`src/rtl/adc_link_master.sv`:
```
// adc_link_master
// Host-side sequencer for the ADC serial bridge. Each transaction shifts the
// 32-bit config word LSB-first on link_dat_o. It then pulses link_load_o for
// one bit period so the bridge commits the config and captures a new result.
// During the same shift it collects the 20-bit framed result that the bridge
// captured on the previous load.
//
// Parameters
//   DIV         half-period of link_clk_o in clk cycles (1..255)
// Ports
//   clk, rst_n  system clock, async active-low reset
//   start       request a transaction (sampled in IDLE only)
//   cont        auto-restart from IDLE (back-to-back transactions)
//   cfg1_i      config link bits 0..15, latched on start
//   cfg2_i      config link bits 16..31, latched on start
//   busy        transaction in progress
//   res_o       last received result (frame bits 17:2)
//   res_valid   one-cycle pulse when res_o / frame_err update
//   frame_err   framing markers wrong for the current res_o
//   link_clk_o  link clock; the bridge acts on its rising edge
//   link_dat_o  serial config data to the bridge
//   link_load_o load strobe to the bridge
//   link_dat_i  serial result data from the bridge
module adc_link_master #(
  parameter int unsigned DIV = 4
) (
  input  logic        clk,
  input  logic        rst_n,
  input  logic        start,
  input  logic        cont,
  input  logic [15:0] cfg1_i,
  input  logic [15:0] cfg2_i,
  output logic        busy,
  output logic [15:0] res_o,
  output logic        res_valid,
  output logic        frame_err,
  output logic        link_clk_o,
  output logic        link_dat_o,
  output logic        link_load_o,
  input  logic        link_dat_i
);

  typedef enum logic [1:0] {IDLE, SHIFT, LOAD} state_t;

  localparam logic [7:0] DIV_M1 = 8'(DIV - 1);

  state_t      state, state_nxt;
  logic [7:0]  div_cnt;
  logic [5:0]  bit_cnt;
  logic [31:0] shadow;
  logic [19:0] samp;

  logic phase_end, rise, fall;

  // link_clk_o is itself the phase flag: a phase ending while it is low is
  // the rising edge, while high it is the end of the whole bit period.
  assign phase_end = (div_cnt == DIV_M1);
  assign rise      = phase_end && !link_clk_o;
  assign fall      = phase_end &&  link_clk_o;

  always_ff @(posedge clk or negedge rst_n) begin
    if (!rst_n) state <= IDLE;
    else        state <= state_nxt;
  end

  always_comb begin
    state_nxt = state;
    case (state)
      IDLE:    if (start || cont)            state_nxt = SHIFT;
      SHIFT:   if (fall && bit_cnt == 6'd31) state_nxt = LOAD;
      LOAD:    if (fall)                     state_nxt = IDLE;
      default:                               state_nxt = IDLE;
    endcase
  end

  always_ff @(posedge clk or negedge rst_n) begin
    if (!rst_n) begin
      busy        <= 1'b0;
      res_o       <= '0;
      res_valid   <= 1'b0;
      frame_err   <= 1'b0;
      link_clk_o  <= 1'b0;
      link_dat_o  <= 1'b0;
      link_load_o <= 1'b0;
      div_cnt     <= '0;
      bit_cnt     <= '0;
      shadow      <= '0;
      samp        <= '0;
    end else begin
      res_valid <= 1'b0;
      if (state == IDLE) begin
        if (state_nxt == SHIFT) begin
          shadow     <= {cfg2_i, cfg1_i};
          busy       <= 1'b1;
          link_clk_o <= 1'b0;
          link_dat_o <= cfg1_i[0];
          div_cnt    <= '0;
          bit_cnt    <= '0;
        end
      end else begin
        if (phase_end) begin
          div_cnt    <= '0;
          link_clk_o <= ~link_clk_o;
        end else begin
          div_cnt <= div_cnt + 8'd1;
        end

        // Only the first 20 bits carry the frame; the tail is don't-care.
        if (rise && bit_cnt < 6'd20) samp[bit_cnt[4:0]] <= link_dat_i;

        if (fall) begin
          if (state == LOAD) begin
            busy        <= 1'b0;
            link_load_o <= 1'b0;
            bit_cnt     <= '0;
            res_valid   <= 1'b1;
            res_o       <= samp[17:2];
            frame_err   <= !(samp[0] && !samp[1] && !samp[18] && samp[19]);
          end else if (bit_cnt == 6'd31) begin
            link_load_o <= 1'b1;
            link_dat_o  <= 1'b0;
            bit_cnt     <= 6'd32;
          end else begin
            bit_cnt    <= bit_cnt + 6'd1;
            link_dat_o <= shadow[bit_cnt[4:0] + 5'd1];
          end
        end
      end
    end
  end

endmodule
```
`config.mk`:
```
export PLATFORM = sky130hd
export DESIGN_NAME = adc_link_master
export DESIGN_NICKNAME = d
export VERILOG_FILES = /design/src/rtl/adc_link_master.sv
export SDC_FILE = /design/constraint.sdc
export NUM_CORES = 1
export LEC_CHECK = 0
export ABC_AREA = 1
export CAP_MARGIN = 20
export CORE_ASPECT_RATIO = 0.75
export CORE_UTILIZATION = 30
export DETAILED_ROUTE_END_ITERATION = 10
export GPL_TIMING_DRIVEN = 0
export PLACE_DENSITY = 0.6
export RECOVER_POWER = 25
export SLEW_MARGIN = 20
export SYNTH_ARGS = -nofsm -noshare
export SYNTH_HDL_FRONTEND = slang
export SYNTH_SLANG_ARGS = --single-unit
```
`constraint.sdc`:
```
create_clock -name clk -period 5.6 [get_ports clk]
set_clock_uncertainty 0.15 [all_clocks]
set_input_delay 0.84 -clock clk [delete_from_list [all_inputs] [get_ports clk]]
set_output_delay 0.84 -clock clk [all_outputs]
set_load 0.05 [all_outputs]
```
==> results by group <==
STA
  • FMAX: between 0.3 and 0.4 GHz
  • Setup violators final: 0
  • Post-route setup TNS: 0 ns
  • Slew headroom: -0.496
  • Final period utilization: 0.478
  • Final worst path period need: roughly 2.7 ns
  • Tightest Pin Transition: around 2.2 ns
  • Max-slew violations: 40
  • Hold slack: roughly 0.34 ns
  • RSZ-0062 raised after global routing: no
  • Setup ws final: about 2.9 ns
  • Final Hold Violating Endpoints: 0

CTS
  • Hold Buf Count CTS: 0
  • PostCTS Resize Cnt: 0
  • Clock-pin slew of the registers on the worst-case setup and hold paths: around 0.07 ns
  • Setup bufs post-CTS: 0
  • Max Buffers Root-to-Sink: 2
  • Worst skew pair latency: approximately 0.34 ns
  • TritonCTS Buffers: 9
  • H-tree depth: 3
  • Root Buffer: clkbuf_16
  • CTS tree: yes
  • Clk sinks: 90

Critical path
  • Crit path launch: link_clk_o$_DFFE_PN0P_
  • Crit Reg-Reg Endpoint: link_dat_o$_DFFE_PN0P_
  • Critical path type: reg2out
  • WP data arrival: 1.69 ns
  • Cell family with most CP delay: buffers and inverters
  • R2r setup slk: 3.11 ns
  • CP Capture Type: output port
  • Reg2Reg Depth: 12
  • CP Buf/Inv Count: 1
  • Critical path, cell by cell: clkdlybuf4s50_1
  • Crit path launch type: register
  • CP peak stage delay: 0.87 ns
  • Worst reg2reg startpoint: bit_cnt[0]$_DFFE_PN0P_
  • Max Fanout on Critical Path: 5
  • Crit-path slowest cell: clkdlybuf4s50_1
  • Worst endpoint required time: between 4 and 5 ns

Pwr
  • Flop pwr share: 0.517
  • P_sw: about 0.28 mW
  • Sw frac: 0.222
  • PD cells: between 200 and 250 nW/µm²
  • Clock share of power: 0.448
  • Part of the power in combinational logic: 0.035
  • VDD IR-drop max: 0.130 mV
  • P_int: approximately 0.98 mW
  • Pleak: between 2 and 3 nW
  • Power, Total: between 1 and 1.5 mW

Global route
  • Vias in the first global route: approximately 3500
  • Largest net degree at the start of global routing: 52
  • GR Overflow Total: 0
  • Initial antenna violation count: 0
  • First-pass GRT wire length: between 15 and 20 mm
  • All-Layer GR Usage: 0.141

Yosys
  • Post-Syn Nets: 550
  • Seq/Total Area, Yosys: 0.511
  • Post-synthesis register bit count: 90
  • Number of enable flip-flop cells after synthesis: 0
  • Post-synth top flop: dfrtp_1
  • Synth Warn #: 0
  • Syn Inst Count: 508
  • Ys async rst share: 1.00
  • Mapped Area: 4410 µm²
  • Synth Area per Inst: 8.68 µm²
  • Unique masters post-synth: 37

Detailed routing
  • Drt drc: 0
  • Drt total wl: 9.89 mm
  • DR pass1 iterations: 5
  • DRT antenna net count: 0
  • Initial drt markers: ~160
  • Per-cell routed wire length: 12.7 µm
  • Vias per cell: ~4.5
  • Vias: 3472

Finish
  • Area grow syn2layout: 25.5%
  • # nets final: 620
  • Antenna Cells: 0
  • Fraction of layout cells with a size suffix above 1: 0.110

Floorplan
  • Die Y: ~110 µm
  • Starting Density: 0.314
  • Placement Rows: 37
  • DIE WIDTH: between 100 and 150 µm
  • Die area: ~15000 µm²
  • I/O pin cnt: 59
  • Core area: approximately 14000 µm²

Outcome
  • Status: finished, violations left
  • Failing checks: capacitance limit, slew limit

Place
  • RePlAce Congestion: 0.793
  • Place WS: around 2.8 ns
  • Final HPWL DP: between 7 and 8 mm
  • I/O Buffers: 58

Hold path
  • Hold path depth: 2
  • Hold path start: res_o[3]$_DFFE_PN0P_
  • Worst Hold Path EP: res_o[3]$_DFFE_PN0P_
  • Worst hold path class: reg2reg

Run
  • Max cap viols: 1
==> area by class of cell <==
| cell class | count | area, µm² |
|---|---|---|
| buffer | 19 | 113 |
| sequential | 90 | 2250 |
| fill | 1424 | 8500 |
| clock buffer | 9 | 225 |
| multi-input combinational | 325 | 1770 |
| tap | 195 | 244 |
| timing repair buffer | 59 | 602 |
| inverter | 74 | 278 |
| clock inverter | 7 | 52.6 |
==> synth_stat cells (2+ instances only) <==
cell type | n | area (µm²)
dfrtp_1 | 90 | 2250
nand2_1 | 85 | 319
inv_1 | 65 | 244
nor2_1 | 65 | 244
nand3_1 | 41 | 205
a21oi_1 | 28 | 140
o21ai_1 | 20 | 100
o21ai_0 | 18 | 90.1
mux2i_1 | 16 | 160
nand3_2 | 11 | 110
buf_2 | 8 | 40.0
inv_2 | 8 | 30.0
clkbuf_1 | 7 | 26.3
mux2_2 | 6 | 67.6
ha_1 | 5 | 62.6
nor3_1 | 5 | 25.0
o22ai_1 | 4 | 25.0
xor2_1 | 4 | 35.0
buf_4 | 2 | 15.0
o21ai_2 | 2 | 17.5
o31ai_1 | 2 | 15.0
==> state kept, by name, indices dropped and copies added (netlist names) <==
register,cells
shadow,32
res_o,16
link_clk_o,1
res_valid,1
link_load_o,1
div_cnt,8
state,2
bit_cnt,6
busy,1
frame_err,1
link_dat_o,1
samp,20
==> logic make-up after synthesis <==
group	share of synthesized area
xor+xnor	0.00993
flops	0.511
fa+ha+maj	0.0142
compound gates	0.0914
simple gates	0.233
mux	0.0517
buf+inv	0.0886
==> how the worst max path moves through the flow <==
stage                             endpoint  cells after the start
floorplan           link_dat_o$_DFFE_PN0P_                     12
CTS                             link_clk_o                      1
global placement    div_cnt[4]$_DFFE_PN0P_                      1
global route           samp[7]$_DFFE_PN0P_                      1
detailed placement  bit_cnt[4]$_DFFE_PN0P_                      7
finish                          link_clk_o                      1
==> power by group through the flow <==
stage	Combinational (mW)	Clock, mW	Sequential (mW)
global placement	0.0424	0	0.664
finish	0.0438	0.564	0.651
global route	0.0487	0.610	0.651
floorplan	0.00263	0	0.663
CTS	0.0458	0.583	0.651
detailed placement	0.0457	0	0.663
==> layout by cell type, fill, tap and decap left out, types with 9 or more instances in the layout <==
cell             count
mux2i_1             16
clkbuf_16            9
inv_1               65
nand3_1             41
o21ai_0             18
clkdlybuf4s50_1     57
a21oi_1             28
nand2_1             85
dfrtp_1             90
nor2_1              65
nand3_2             11
o21ai_1             20
==> routing by layer <==
metal  share of wire  global-route usage  up-vias
li1                -                   -     1763
met1            0.51               0.195     1633
met2            0.43               0.209       60
met3           0.050              0.0389       16
met4           0.016              0.0522        0
met5               0                   0        -
==> per-stage QoR <==
stage	util	area (µm²)	std cells
finish	0.394	5530	778
global route	0.394	5530	778
CTS	0.395	5540	778
detailed placement	0.375	5260	762
global placement	0.373	5230	761
floorplan	-	4410	508
Power figures use the tool's default switching activity.
